===== src/rtl/pipe_hazard_unit.sv =====
// Hazard detection / forwarding controller tracking per-stage metadata past Decode.
// Define HAZ_FWD_EN for forwarding with load-use bubbles; the default build is a pure interlock.
module pipe_hazard_unit #(
    parameter int unsigned RA_W       = 5,
    parameter int unsigned DEPTH      = 3,
    parameter int unsigned LOAD_STAGE = 2,
    parameter int unsigned CNT_W      = 16,
    localparam int unsigned SEL_W     = $clog2(DEPTH + 1)
) (
    input  logic             clk,
    input  logic             rst,
    input  logic             mem_ready,
    input  logic             d_valid,
    input  logic [RA_W-1:0]  d_rs1,
    input  logic [RA_W-1:0]  d_rs2,
    input  logic             d_use_rs1,
    input  logic             d_use_rs2,
    input  logic [RA_W-1:0]  d_rd,
    input  logic             d_we,
    input  logic             d_is_load,
    input  logic             br_taken,
    output logic             stall_f,
    output logic             stall_d,
    output logic             flush_d,
    output logic             flush_e,
    output logic [SEL_W-1:0] fwd_sel_a,
    output logic [SEL_W-1:0] fwd_sel_b,
    output logic [CNT_W-1:0] stall_cnt,
    output logic [DEPTH-1:0] stage_valid
);

    typedef struct packed {
        logic            v;
        logic [RA_W-1:0] rd;
        logic            we;
        logic            ld;
    } stage_t;

    stage_t [DEPTH-1:0] shd_q, shd_d;
    logic [CNT_W-1:0]   stall_cnt_q, stall_cnt_d;

    logic             match_a, match_b;
    logic             hit_a, hit_b;
    logic             ld_a, ld_b;
    logic [SEL_W-1:0] sel_a, sel_b;
    logic             haz;

    assign match_a = d_valid && d_use_rs1 && (d_rs1 != '0);
    assign match_b = d_valid && d_use_rs2 && (d_rs2 != '0);

    // Youngest producer search: scanning oldest to youngest lets the smallest k win.
    always_comb begin
        hit_a = 1'b0;
        hit_b = 1'b0;
        ld_a  = 1'b0;
        ld_b  = 1'b0;
        sel_a = '0;
        sel_b = '0;
        for (int k = int'(DEPTH) - 1; k >= 0; k--) begin
            if (match_a && shd_q[k].v && shd_q[k].we && (shd_q[k].rd == d_rs1)) begin
                hit_a = 1'b1;
                ld_a  = shd_q[k].ld;
                sel_a = SEL_W'(k + 1);
            end
            if (match_b && shd_q[k].v && shd_q[k].we && (shd_q[k].rd == d_rs2)) begin
                hit_b = 1'b1;
                ld_b  = shd_q[k].ld;
                sel_b = SEL_W'(k + 1);
            end
        end
    end

`ifdef HAZ_FWD_EN
    assign haz = (hit_a && ld_a && (32'(sel_a) < LOAD_STAGE)) ||
                 (hit_b && ld_b && (32'(sel_b) < LOAD_STAGE));
    assign fwd_sel_a = sel_a;
    assign fwd_sel_b = sel_b;
`else
    logic unused_fwd;
    assign haz        = hit_a || hit_b;
    assign fwd_sel_a  = '0;
    assign fwd_sel_b  = '0;
    assign unused_fwd = ^{sel_a, sel_b, ld_a, ld_b};
`endif

    // Control priority: memory freeze, then branch redirect, then data hazard.
    always_comb begin
        stall_f = 1'b0;
        stall_d = 1'b0;
        flush_d = 1'b0;
        flush_e = 1'b0;
        if (!mem_ready) begin
            stall_f = 1'b1;
            stall_d = 1'b1;
        end else if (br_taken) begin
            flush_d = 1'b1;
            flush_e = 1'b1;
        end else if (haz) begin
            stall_f = 1'b1;
            stall_d = 1'b1;
            flush_e = 1'b1;
        end
    end

    always_comb begin
        shd_d = shd_q;
        if (mem_ready) begin
            for (int k = int'(DEPTH) - 1; k > 0; k--) begin
                shd_d[k] = shd_q[k-1];
            end
            if (flush_e) begin
                shd_d[0] = '0;
            end else begin
                shd_d[0].v  = d_valid;
                shd_d[0].rd = d_rd;
                shd_d[0].we = d_we;
                shd_d[0].ld = d_is_load;
            end
        end
    end

    always_comb begin
        stall_cnt_d = stall_cnt_q;
        if (stall_d && (stall_cnt_q != {CNT_W{1'b1}})) begin
            stall_cnt_d = stall_cnt_q + CNT_W'(1);
        end
    end

    always_ff @(posedge clk or negedge rst) begin
        if (!rst) begin
            shd_q       <= '0;
            stall_cnt_q <= '0;
        end else begin
            shd_q       <= shd_d;
            stall_cnt_q <= stall_cnt_d;
        end
    end

    always_comb begin
        for (int k = 0; k < int'(DEPTH); k++) begin
            stage_valid[k] = shd_q[k].v;
        end
    end

    assign stall_cnt = stall_cnt_q;

endmodule


===== config.mk =====
export PLATFORM = sky130hd
export DESIGN_NAME = pipe_hazard_unit
export DESIGN_NICKNAME = d
export VERILOG_FILES = /design/src/rtl/pipe_hazard_unit.sv
export SDC_FILE = /design/constraint.sdc
export NUM_CORES = 1
export LEC_CHECK = 0
export CORE_ASPECT_RATIO = 0.5
export CORE_UTILIZATION = 49
export DETAILED_ROUTE_END_ITERATION = 12
export GPL_TIMING_DRIVEN = 0
export PLACE_DENSITY = 0.79
export RECOVER_POWER = 50
export SYNTH_ARGS = -nofsm -noshare
export SYNTH_HDL_FRONTEND = slang
export SYNTH_SLANG_ARGS = --single-unit

===== constraint.sdc =====
create_clock -name clk -period 2.9 [get_ports clk]
set_input_delay 0.58 -clock clk [delete_from_list [all_inputs] [get_ports clk]]
set_output_delay 0.58 -clock clk [all_outputs]
set_load 0.03 [all_outputs]

==> impl_metrics.json <==
{
  "wl_mm": 4.70,
  "dp.final_hpwl_mm": 3.39,
  "clock_tree_from_tritoncts": "built",
  "switching_share_pct": 38.3,
  "mappedNetlistArea_sq_mm": 0.00211,
  "std_cell_rows": 16,
  "critical_path.max_fanout": 4,
  "share_comb_of_total_power_pct": 38.1,
  "worst_path_largest_cell_delay_ps": 560,
  "buffer_levels_on_the_longest_clock_path": 2,
  "irDropWorstVdd_v": 0.000453,
  "cts_hold_buf": 0,
  "finalMaxSlewViolations": 38,
  "antenna_cells": 0,
  "post_synth_inst_count": 198,
  "power.density_cell_area_mw_per_mm2": 657,
  "rd_place_congestion": 0.849,
  "period_minus_slack_ps": 2820,
  "root_buffer_selected_by_cts": "clkbuf_8",
  "die_y_um": 48.4,
  "hold_path_end": "stall_cnt[11]$_DFFE_PN0P_",
  "synth_cell_types": 37,
  "yosysTopAreaCellShare_pct": 43.8,
  "arrival_ps": 2240,
  "design.final.nets": 280,
  "num_vias": 1609,
  "fmaxAchievable_mhz": 354,
  "crit_family": "simple AND/OR/NAND/NOR gates",
  "synth-seq-cells": 37,
  "port_buffers": 45,
  "drt-pass1-iter-count": 4,
  "floorplan.io_pins": 51,
  "clock-sinks": 37,
  "netSwitchingPower_mw": 0.697,
  "postSynthAreaPerCell_sq_um": 10.7,
  "tritoncts.num_buffers": 5,
  "grt_first_pass_wirelength_mm": 7.78,
  "regToRegStartpoint": "stall_cnt[0]$_DFFE_PN0P_",
  "drv_cap": 1,
  "failed_checks": "capacitance limit, slew limit",
  "synth_edf_count": 0,
  "detail-route-antenna-nets": 0,
  "pin_count_of_the_biggest_net_entering_global_routing": 38,
  "power.share.sequential_pct": 41.9,
  "cts.htree.levels": 2,
  "post_drt_via_cell_ratio": 5.21,
  "final.period_utilization_pct": 97.4,
  "crit_cells": 7,
  "grt_pass1_vias": 1656,
  "worst-path-buf-inv": 2,
  "internal-power_mw": 1.12,
  "worst_setup_path_end_kind": "primary output",
  "effective_utilization_at_floorplan_pct": 52.5,
  "multi_input_comb_area_sq_mm": 0.00112,
  "holdPathStages": 1,
  "postSynth.asyncResetShare_pct": 100,
  "clock_latency_ps": 290,
  "worstHoldPathType": "flop to flop",
  "start_kind": "primary input",
  "yosys-top-cells-area": "dfrtp_1 (44%), xor2_1 (13%), mux2_2 (7.5%)",
  "fillerInstances": 322,
  "dominantRegCellSynth": "dfrtp_1",
  "gr-usage-all-layers_pct": 22.3,
  "area_of_the_core_sq_mm": 0.00402,
  "tns_ps": 0,
  "drt_drc_violations_left": 0,
  "part_of_the_power_in_the_clock_network_pct": 20.1,
  "worstSetupPathType": "primary input to primary output",
  "r2r_cells": 8,
  "chipWidth_um": 94.9,
  "synth-seq-area-share_pct": 43.8,
  "wl_cell_um": 15.2,
  "hold_viol": 0,
  "place_ws_ps": -1120,
  "cell_with_the_largest_stage_delay_on_the_worst_path": "or4_1",
  "antenna_violations_before_repair": 0,
  "r2r_setup_slack_ps": 570,
  "setup_viol": 0,
  "yosys_warnings": 0,
  "synth.largest_area_cell": "dfrtp_1",
  "timing_worst_slew_pin_value_ps": 1960,
  "drive_gt1_share_pct": 23.9,
  "fp.dieArea_sq_mm": 0.00460,
  "finalPower_mw": 1.82,
  "r2r-end": "stall_cnt[9]$_DFFE_PN0P_",
  "clk_transition_reported_paths_ps": 70,
  "ff_latch_area_sq_um": 926,
  "global_route.overflow_total": 0,
  "run_status": "complete, but fails checks",
  "total_leakage_power_nw": 1.23,
  "crit_path_cell_trace": "dlygate4sd2_1 -> or4_1 -> o211ai_2 -> a2bb2oi_2 -> nand2b_1 -> and2_1 -> buf_2",
  "finalClockSkew_ps": 4.46,
  "areaGrowthSynthToFinish_pct": 31.1,
  "timing.slew.headroom_pct": -30.7,
  "final.setup.worst_slack_ps": 75.7,
  "worst-endpoint-required_ps": 2320,
  "holdCritStartpoint": "stall_cnt[11]$_DFFE_PN0P_",
  "detailedRoute.firstIterationViolations": 69
}
-- sequential cells by signal, summed over array words and instances, names as in the netlist --
signal	flops
shd_q	18
stage_valid	3
stall_cnt	16
-- kinds of logic (layout without fill, tap and decap cells) --
family                     count (synthesis)  count (layout)  share of synthesized area (%)
AOI/OAI and AO/OA                         13              13                           4.62
xor gates and xnor gates                  44              44                           18.2
adders and majority gates                  1               1                          0.592
buffers and inverters                     26              80                           6.39
DFF                                       37              37                           43.8
muxes                                     16              16                           8.47
other                                      1               4                          0.177
and+or+nand+nor                           60              60                           17.7
-- per-stage QoR --
step,hold slack [ps],cell area [sq um],utilization [%],instances
2_1_floorplan,284,2120,-,201
3_3_place_gp,483,2640,65.7,300
3_5_place_dp,489,2640,65.5,300
4_1_cts,416,2760,68.5,308
5_1_grt,525,2770,68.8,309
6_report,495,2770,68.8,309
-- placed cells by master, fill, tap and decap left out, types with 3 or more instances in the layout --
cell type / synthesis / layout
nand4_1: 7 / 7
conb_1: 1 / 4
clkdlybuf4s50_1: 0 / 28
dfrtp_1: 37 / 37
clkbuf_8: 0 / 6
xor2_1: 32 / 32
buf_4: 8 / 11
xnor2_1: 12 / 12
nor2_1: 5 / 5
o22ai_1: 7 / 7
nor4_2: 1 / 7
nand2_1: 12 / 12
dlygate4sd2_1: 0 / 7
nand3_1: 6 / 6
mux2_2: 14 / 14
nor3_2: 6 / 6
clkbuf_1: 3 / 5
inv_1: 12 / 12
buf_2: 0 / 3
-- layout make-up --
| type | count | area share (%) |
|---|---|---|
| Tap cell | 54 | 2.44 |
| Multi-Input combinational cell | 138 | 40.3 |
| Sequential cell | 37 | 33.4 |
| Clock buffer | 7 | 3.12 |
| Inverter | 13 | 1.76 |
| Timing Repair Buffer | 48 | 16.0 |
| Buffer | 12 | 2.98 |
-- worst reg2reg max path: stages (launching register included) --
cell     delay, ps
dfrtp_1        440
ha_1           260
and3_1         220
and4_4         190
or3_1          330
o22ai_2        220
nor2_4          90
nor4_1         350
xor2_1         170
-- how the worst max path moves through the flow --
stage | startpoint | end
final | d_rs1[1] | flush_e
after global placement | d_rs1[0] | flush_e
after floorplan | d_rs1[4] | stall_f
after CTS | d_rs1[3] | stall_f
after global routing | d_rs2[4] | stall_f
after detailed placement | d_rs1[0] | flush_e
-- what timing repair did --
item	in CTS	in global routing
gates resized for setup	38	9
setup endpoints to repair	4	4
setup buffers	2	1
pin swaps	6	4
-- power groups by stage --
stage          Sequential [mW]  Combinational, mW  Clock [mW]
5_1_grt                  0.785              0.736       0.387
6_report                 0.761              0.692       0.365
4_1_cts                  0.762              0.697       0.371
2_1_floorplan            0.896              0.277           0
3_5_place_dp             0.770              0.684           0
3_3_place_gp             0.767              0.669           0
-- routing by layer --
| layer | track usage [%] | part of all wire (%) |
|---|---|---|
| met1 | 29.1 | 45 |
| met2 | 37.8 | 49 |
| met3 | 4.56 | 4.6 |
| met4 | 6.06 | 0.85 |
| met5 | 0 | 0 |
-- synth_stat cells, types with 2 or more instances --
cell type and n:
and2_1 2, and3_1 3, buf_4 8, clkbuf_1 3, dfrtp_1 37, inv_1 12
mux2_2 14, nand2_1 12, nand3_1 6, nand4_1 7, nor2_1 5, nor3_1 2
nor3_2 6, nor4_1 8, o21ai_1 2, o22ai_1 7, or3_1 2, xnor2_1 12
xor2_1 32
Power figures use the tool's default switching activity.
